`src/rtl/fitness_pkg.sv`:
```
// Shared constants for the panel-button front end.
//   BTN_*            bit index of each button in btn_level and internal vectors
//   SIM_*_CYCLES     short debounce / long-press counts used for fast simulation
//   cycles_from_ms   converts a millisecond interval to clock cycles
package fitness_pkg;

  localparam int unsigned BTN_RESET = 0;
  localparam int unsigned BTN_START = 1;
  localparam int unsigned BTN_SKIP  = 2;
  localparam int unsigned NUM_BTN   = 3;

  localparam int unsigned SIM_DEB_CYCLES  = 4;
  localparam int unsigned SIM_LONG_CYCLES = 64;

  function automatic int unsigned cycles_from_ms(input int unsigned clk_hz,
                                                 input int unsigned ms);
    return (clk_hz / 1000) * ms;
  endfunction

endpackage

```
`src/rtl/btn_debounce_ch.sv`:
```
// One button channel: 2-FF synchroniser, polarity normalisation, counter
// debounce, press arming and rising-edge detect of the debounced level.
//   clk, rst_n  clock and asynchronous active-low reset
//   raw         raw pin, asynchronous to clk
//   level       debounced pressed level (1 = pressed)
//   rise        high for the one cycle after level rises, only when armed
module btn_debounce_ch #(
  parameter int unsigned DEB_CYCLES = 4,
  parameter bit          ACTIVE_LOW = 1'b1
) (
  input  logic clk,
  input  logic rst_n,
  input  logic raw,
  output logic level,
  output logic rise
);

  localparam int unsigned          CNT_W    = $clog2(DEB_CYCLES + 1);
  localparam logic [CNT_W-1:0]     CNT_LAST = CNT_W'(DEB_CYCLES - 1);

  logic             sync1_q, sync2_q;
  logic [1:0]       valid_q;
  logic             s;
  logic             stable_q, stable_d, stable_prev_q;
  logic [CNT_W-1:0] cnt_q, cnt_d;
  logic             armed_q, armed_d;

  assign s = sync2_q ^ ACTIVE_LOW;

  always_comb begin
    stable_d = stable_q;
    cnt_d    = '0;
    if (s != stable_q) begin
      if (cnt_q == CNT_LAST) begin
        stable_d = s;
      end else begin
        cnt_d = cnt_q + 1'b1;
      end
    end
    // The sync FFs come out of reset holding "released", so a released
    // sample only counts once a real pin value has reached sync2. This
    // keeps a button held through reset disarmed until it is let go.
    armed_d = armed_q | (valid_q[1] & ~stable_q & ~s);
  end

  always_ff @(posedge clk or negedge rst_n) begin
    if (!rst_n) begin
      sync1_q       <= ACTIVE_LOW;
      sync2_q       <= ACTIVE_LOW;
      valid_q       <= '0;
      stable_q      <= 1'b0;
      stable_prev_q <= 1'b0;
      cnt_q         <= '0;
      armed_q       <= 1'b0;
    end else begin
      sync1_q       <= raw;
      sync2_q       <= sync1_q;
      valid_q       <= {valid_q[0], 1'b1};
      stable_q      <= stable_d;
      stable_prev_q <= stable_q;
      cnt_q         <= cnt_d;
      armed_q       <= armed_d;
    end
  end

  assign level = stable_q;
  assign rise  = stable_q & ~stable_prev_q & armed_q;

endmodule

```
`src/rtl/button_conditioner.sv`:
```
// Front end for the reset/start/skip panel buttons feeding the workout FSM.
// Produces clean single-cycle press pulses with fixed priority, a long-press
// pulse on the reset button, and the debounced button levels.
//   clk_40MHz, rst_n                  clock, asynchronous active-low reset
//   btn_{reset,start,skip}_raw        raw pins, asynchronous to the clock
//   {reset,start,skip}_pulse          1-cycle pulse per accepted press
//   long_reset_pulse                  1-cycle pulse once reset is held long
//   btn_level                         debounced levels {skip,start,reset}
module button_conditioner
  import fitness_pkg::*;
#(
  parameter int unsigned CLK_HZ         = 40_000_000,
  parameter int unsigned DEBOUNCE_MS    = 10,
  parameter int unsigned LONG_MS        = 1000,
  parameter bit          SIM_SPEEDUP    = 1'b0,
  parameter bit          BTN_ACTIVE_LOW = 1'b1
) (
  input  logic       clk_40MHz,
  input  logic       rst_n,
  input  logic       btn_reset_raw,
  input  logic       btn_start_raw,
  input  logic       btn_skip_raw,
  output logic       reset_pulse,
  output logic       start_pulse,
  output logic       skip_pulse,
  output logic       long_reset_pulse,
  output logic [2:0] btn_level
);

  localparam int unsigned DEB_CYCLES  = SIM_SPEEDUP ? SIM_DEB_CYCLES :
                                        cycles_from_ms(CLK_HZ, DEBOUNCE_MS);
  localparam int unsigned LONG_CYCLES = SIM_SPEEDUP ? SIM_LONG_CYCLES :
                                        cycles_from_ms(CLK_HZ, LONG_MS);
  localparam int unsigned       HOLD_W    = $clog2(LONG_CYCLES + 1);
  localparam logic [HOLD_W-1:0] HOLD_LAST = HOLD_W'(LONG_CYCLES - 1);
  localparam logic [HOLD_W-1:0] HOLD_MAX  = HOLD_W'(LONG_CYCLES);

  logic [NUM_BTN-1:0] raw_pins, level, rise;
  logic [HOLD_W-1:0]  hold_q, hold_d;
  logic               hold_run;
  logic               reset_d, start_d, skip_d, long_d;

  assign raw_pins[BTN_RESET] = btn_reset_raw;
  assign raw_pins[BTN_START] = btn_start_raw;
  assign raw_pins[BTN_SKIP]  = btn_skip_raw;

  for (genvar i = 0; i < NUM_BTN; i++) begin : g_ch
    btn_debounce_ch #(
      .DEB_CYCLES (DEB_CYCLES),
      .ACTIVE_LOW (BTN_ACTIVE_LOW)
    ) u_ch (
      .clk   (clk_40MHz),
      .rst_n (rst_n),
      .raw   (raw_pins[i]),
      .level (level[i]),
      .rise  (rise[i])
    );
  end

  always_comb begin
    // Lower-priority presses in the same cycle are dropped; start and skip
    // are ignored entirely while reset is held down.
    reset_d = rise[BTN_RESET];
    start_d = rise[BTN_START] & ~rise[BTN_RESET] & ~level[BTN_RESET];
    skip_d  = rise[BTN_SKIP] & ~rise[BTN_START] & ~rise[BTN_RESET] &
              ~level[BTN_RESET];

    // Arming cannot change while the level is high, so "held and armed" is
    // the same as "this hold began with an armed rise": start counting on
    // that rise and keep going while the counter is non-zero.
    hold_d   = '0;
    long_d   = 1'b0;
    hold_run = rise[BTN_RESET] | (hold_q != '0);
    if (level[BTN_RESET] && hold_run) begin
      hold_d = (hold_q == HOLD_MAX) ? hold_q : hold_q + 1'b1;
      long_d = (hold_q == HOLD_LAST);
    end
  end

  always_ff @(posedge clk_40MHz or negedge rst_n) begin
    if (!rst_n) begin
      hold_q           <= '0;
      reset_pulse      <= 1'b0;
      start_pulse      <= 1'b0;
      skip_pulse       <= 1'b0;
      long_reset_pulse <= 1'b0;
    end else begin
      hold_q           <= hold_d;
      reset_pulse      <= reset_d;
      start_pulse      <= start_d;
      skip_pulse       <= skip_d;
      long_reset_pulse <= long_d;
    end
  end

  assign btn_level = level;

endmodule

```
`config.mk`:
```
export PLATFORM = sky130hd
export DESIGN_NAME = button_conditioner
export DESIGN_NICKNAME = d
export VERILOG_FILES = /design/src/rtl/fitness_pkg.sv /design/src/rtl/btn_debounce_ch.sv /design/src/rtl/button_conditioner.sv
export SDC_FILE = /design/constraint.sdc
export NUM_CORES = 1
export LEC_CHECK = 0
export BUFFER_PORTS_ARGS = -buffer_cell sky130_fd_sc_hd__buf_2
export CAP_MARGIN = 20
export CORE_MARGIN = 2
export CORE_UTILIZATION = 50
export DETAILED_ROUTE_END_ITERATION = 10
export PLACE_DENSITY = 0.66
export SKIP_CTS_REPAIR_TIMING = 1
export SLEW_MARGIN = 40
export SYNTH_ARGS = -nofsm -noshare
export SYNTH_HDL_FRONTEND = slang
export SYNTH_SLANG_ARGS = --single-unit
```
`constraint.sdc`:
```
create_clock -name clk_40MHz -period 4.4 [get_ports clk_40MHz]
set_input_delay 0.88 -clock clk_40MHz [delete_from_list [all_inputs] [get_ports clk_40MHz]]
set_output_delay 0.88 -clock clk_40MHz [all_outputs]
set_load 0.03 [all_outputs]
```
## After elaboration in Yosys (flattened, before gate mapping)

Cells that the tools add are included.

- Flip-flop bits (word level): 108

- Add/subtract/negate cells: 4
- Equal/unequal tests: 9
- Multiplexer cells: 9
- Bitwise gates (word level): 32
- Reduce and logical (&&, ||, !) cells: 5

Operators with widths:

| cell | count |
|---|---|
| 19-bit 2-to-1 mux | 6 |
| 19-bit by 1-bit adder with 19-bit output (second input constant) | 3 |
| 19-bit equality test (second input constant) | 3 |
| 26-bit equality test (second input constant) | 2 |
| 26-bit 2-to-1 mux | 2 |
| 26-bit by 1-bit adder with 26-bit output (second input constant) | 1 |
| 26-bit nonzero test | 1 |
| 1-bit AND | 17 |
| 1-bit NOT | 11 |
| 2-bit AND reduction | 3 |
| 1-bit OR | 4 |
| 1-bit inequality test | 3 |
| 2-bit inequality test (second input constant) | 1 |
| 1-bit logical AND | 1 |
| 1-bit 2-to-1 mux | 1 |

## Depth between registers and ports, before layout

- Word-level depth: 7
- Gate-level depth with buffers: 7

## Modules after synthesis

Synthesis repeated with hierarchy kept, for this count alone.

- Cells, all modules: 508
- Area, all modules: 5170.0 um^2

Modules (own cells, without submodules):

| module | instances | cells each | area each (um^2) | seq. area each (um^2) |
|---|---|---|---|---|
| btn_debounce_ch | 3 | 113 | 1199.9 | 653.1 |
| button_conditioner | 1 | 169 | 1570.3 | 750.7 |

## Worst setup path after synthesis

OpenSTA, ideal clock, no wires.

- Path kind: reg-to-reg
- Start point: register g_ch[2].u_ch.cnt_q[0]
- End point: register g_ch[2].u_ch.cnt_q[17]
- Library setup time: 130 ps
- Arrival time: 1784 ps
- Required time: 4270 ps
- Setup slack: 2486 ps
- Stages on the path, launching flop included: 8
- Buffers on the path: 2
- Clock period less this slack: 1914 ps
- Cell sequence: dfrtp_1 -> ha_1 -> and4_1 -> clkbuf_1 -> nand2_2 -> o41ai_4 -> buf_6 -> a21oi_1

- Word-level cells in the longest chain between the ends: 3
- Elaborated cells between the ends (all ways): 4

Ends and longest elaborated chain:

| item | line | text |
|---|---|---|
| from (decl) | btn_debounce_ch.sv:25 | `logic [CNT_W-1:0] cnt_q, cnt_d;` |
| from (signal assigned) | btn_debounce_ch.sv:61 | `cnt_q <= cnt_d;` |
| 19-bit by 1-bit adder with 19-bit output / 19-bit equality test (equally long branches) | btn_debounce_ch.sv:37, btn_debounce_ch.sv:34 |  |
| 19-bit 2-to-1 mux * | btn_debounce_ch.sv:34 | `if (cnt_q == CNT_LAST) begin` |
| 19-bit 2-to-1 mux * | btn_debounce_ch.sv:33 | `if (s != stable_q) begin` |
| via g_ch[2].u_ch.cnt_d[17] | btn_debounce_ch.sv:25 |  |

The timed path passes the listed nets; every way through them passes the cells marked *.
A chain may end at the register's enable or synchronous reset.

## Final worst setup path

- Start point: register hold_q[0]
- End point: register hold_q[0]

- Word-level cells in the longest chain between the ends: 4
- Elaborated cells between the ends (all ways): 8

Ends and longest elaborated chain:

| item | line | text |
|---|---|---|
| from (decl) | button_conditioner.sv:39 | `logic [HOLD_W-1:0] hold_q, hold_d;` |
| from (signal assigned) | button_conditioner.sv:88 | `hold_q <= hold_d;` |
| branches (longest 4 deep; another with 26-bit by 1-bit adder with 26-bit output) | - |  |

Parallel ways; which one is timed is not known. The select of a mux whose other input is x is not followed.

==> flow_metrics.tcl <==
set metrics [dict create \
    die_area_sq_um 11000 \
    clockPowerShare 0.369 \
    start_kind "register" \
    cap_violations 0 \
    slowest_delay_ns 0.54 \
    synth_edf_count 0 \
    drc_errors 0 \
    synthCells 506 \
    cts_buffer_depth 2 \
    post_dp_cell_area_sq_um 5220 \
    critical_path.slowest_cell "o41ai_4" \
    io_pins 12 \
    path_cells "inv_1 -> ha_1 -> nor4b_1 -> nand4_1 -> o41ai_4 -> buf_4 -> nor3_1" \
    cp.buffers_inverters 2 \
    ys_seq_elements 104 \
    async_reset_ff_frac 1.00 \
    ys.flop_type "dfrtp_1" \
    seq_area_frac_synth 0.514 \
    pre_cts_slack_ns 2.05 \
    hold_violations 0 \
    crit_fanout 17 \
    first_global_vias 3696 \
    period_share 0.543 \
    cts_buffers 9 \
    drive_gt1_frac 0.0988 \
    grt_max_degree 89 \
    final.setup.tns_ns 0 \
    grt.total_usage 0.191 \
    setup_viol 0 \
    p_per_area_nw_per_um2 299 \
    power_frac_seq 0.602 \
    syn-num-nets 516 \
    n_fill_cell 891 \
    ant_nets 0 \
    hold_path.class "register to register" \
    finalCriticalPeriod_ns 2.39 \
    reg2reg_from "hold_q[0]" \
    fin_worst_skew_ns 0.0107 \
    vias 3716 \
    port_buffers 11 \
    comb_power_share 0.028 \
    wl_per_cell_um 14.8 \
    clock_latency_ns 0.38 \
    yosysUniqueCellTypes 52 \
    fmax_ghz 0.418 \
    slew_headroom 0.543 \
    htreeDepth 3 \
    initial_utilization 0.518 \
    drt-total-wl_um 9620 \
    layout.cells.most_common "dfrtp_1" \
    worstMarginPinSlew_ns 0.686 \
    crit_path_end_kind "register" \
    final_cell_area_sq_um 5440 \
    core-area_sq_um 9820 \
    slew_viol_final 0 \
    antenna_found_initial 0 \
    intPower_mw 1.26 \
    num_rows 36 \
    p_switching_mw 0.366 \
    ys_warn_count 0 \
    die_h_um 105 \
    tritoncts "yes" \
    critPathLaunch "hold_q[0]" \
    finalWeightedCongestion 0.829 \
    clkSinkCount 104 \
    status "finished clean" \
    layout_setup_ws_ns 2.01 \
    dr.pass1.iters 4 \
    p_leak_nw 2.20 \
    vdd_drop_max_mv 0.172 \
    dp.final_hpwl_um 6440 \
    crit_type "register to register" \
    grt_pass1_wl_um 17200 \
    mostFrequentLayoutCells "98 x dfrtp_1, 59 x nor2_1, 30 x nand3_1" \
    critPathArrivalTime_ns 2.66 \
    drt_iter0_markers 151 \
    cts-root-buf "clkbuf_8" \
    netlist_area_sq_um 5080 \
    cts.clk_slew.worst_paths_ns 0.10 \
    total_power_mw 1.62 \
    synthToLayoutAreaGrowth_pct 6.99 \
    grt_setup_unrepaired "no" \
    routed_via_density 5.73 \
    grt_overflow 0 \
    required_ns 4.67 \
    dieWidth_um 105 \
    swShare 0.225 \
    insertedDiodeCount 0 \
    nNetsFinal 521 \
    hp-start "g_ch[2].u_ch.valid_q[0]" \
    syn_area_per_cell_sq_um 10.0 \
    critical_path.top_delay_family "simple AND/OR/NAND/NOR gates" \
]
-- kinds of logic (layout without fill, tap and decap cells) --
kind of cell | Yosys count | in the layout | share of synthesized area
mux | 2 | 2 | 0.00394
compound gates | 67 | 67 | 0.0879
buf+inv | 39 | 49 | 0.0347
simple gates | 237 | 237 | 0.259
other cells | 1 | 1 | 0.000738
flops | 104 | 104 | 0.514
fa+ha+maj | 5 | 5 | 0.0123
xor+xnor | 51 | 51 | 0.0879
-- power by group through the flow --
| stage | Sequential (mW) | Combinational [mW] | Clock [mW] |
|---|---|---|---|
| global route | 0.980 | 0.0537 | 0.654 |
| detailed placement | 0.997 | 0.0474 | 0 |
| CTS | 0.978 | 0.0477 | 0.621 |
| finish | 0.978 | 0.0462 | 0.600 |
| floorplan | 0.995 | 0.0215 | 0 |
| global placement | 0.997 | 0.0462 | 0 |
-- final timing paths --
kind / end / slack (ns) / cells after the start
worst max-delay path: hold_q[0] / 2.01 / 7
worst min-delay path: g_ch[0].u_ch.valid_q[1] / 0.36 / 0
max in group asynchronous: hold_q[13] / 3.16 / 2
worst max register to register: hold_q[0] / 2.01 / 7
worst min register to register: g_ch[0].u_ch.valid_q[1] / 0.36 / 0
min in group asynchronous: reset_pulse / 0.55 / 1
-- registers in the layout, summed over array words and instances (netlist names), 2 cells and up --
| name | cells |
|---|---|
| g_ch.u_ch.level | 3 |
| g_ch.u_ch.sync1_q | 3 |
| g_ch.u_ch.armed_q | 3 |
| g_ch.u_ch.valid_q | 2 |
| g_ch.u_ch.stable_prev_q | 3 |
| hold_q | 26 |
| g_ch.u_ch.sync2_q | 3 |
| g_ch.u_ch.cnt_q | 57 |
-- routing by layer --
metal	vias up	share of wire	track usage
li1	1822	-	-
met1	1842	0.48	0.265
met2	42	0.47	0.297
met3	10	0.035	0.0443
met4	0	0.013	0.0600
met5	-	0	0
-- stage by stage --
| step | instances | hold slack [ns] | util |
|---|---|---|---|
| global placement | 632 | 0.332 | 0.531 |
| global route | 649 | 0.369 | 0.554 |
| finish | 649 | 0.360 | 0.554 |
| detailed placement | 632 | 0.341 | 0.532 |
| CTS | 648 | 0.364 | 0.552 |
| floorplan | 506 | 0.331 | - |
-- synthesized netlist by cell type, types with 2 or more instances --
master | count | share of area
dfrtp_1 | 98 | 0.48
nor2_1 | 59 | 0.044
nand3_1 | 30 | 0.030
xor2_1 | 29 | 0.050
a21oi_1 | 28 | 0.028
nand2_1 | 25 | 0.018
xnor2_1 | 22 | 0.038
nand4_1 | 21 | 0.026
inv_1 | 19 | 0.014
nor3_1 | 15 | 0.015
o21ai_0 | 14 | 0.014
or3_1 | 14 | 0.017
or4_1 | 14 | 0.021
nor4_1 | 13 | 0.016
o31ai_1 | 12 | 0.018
and3_1 | 9 | 0.011
buf_2 | 9 | 0.0089
and4_1 | 7 | 0.012
clkbuf_1 | 7 | 0.0052
and2_1 | 6 | 0.0074
dfstp_2 | 6 | 0.031
ha_1 | 5 | 0.012
a31o_2 | 3 | 0.0052
buf_4 | 3 | 0.0044
o41ai_1 | 3 | 0.0052
mux2i_1 | 2 | 0.0039
nand4b_1 | 2 | 0.0034
nor2b_1 | 2 | 0.0025
nor3b_1 | 2 | 0.0030
nor4bb_1 | 2 | 0.0039
o21bai_1 | 2 | 0.0030
o41ai_4 | 2 | 0.011
or2_2 | 2 | 0.0025
-- cell type report --
class | instances | area (sq um) | area share
clock buffer | 11 | 141 | 0.0260
multi-input combinational | 363 | 2310 | 0.424
tap | 133 | 166 | 0.0306
sequential | 104 | 2610 | 0.480
timing repair buffer | 14 | 86.3 | 0.0159
clock inverter | 5 | 56.3 | 0.0104
inverter | 19 | 71.3 | 0.0131
No activity file was read; power rests on OpenSTA's default activity.
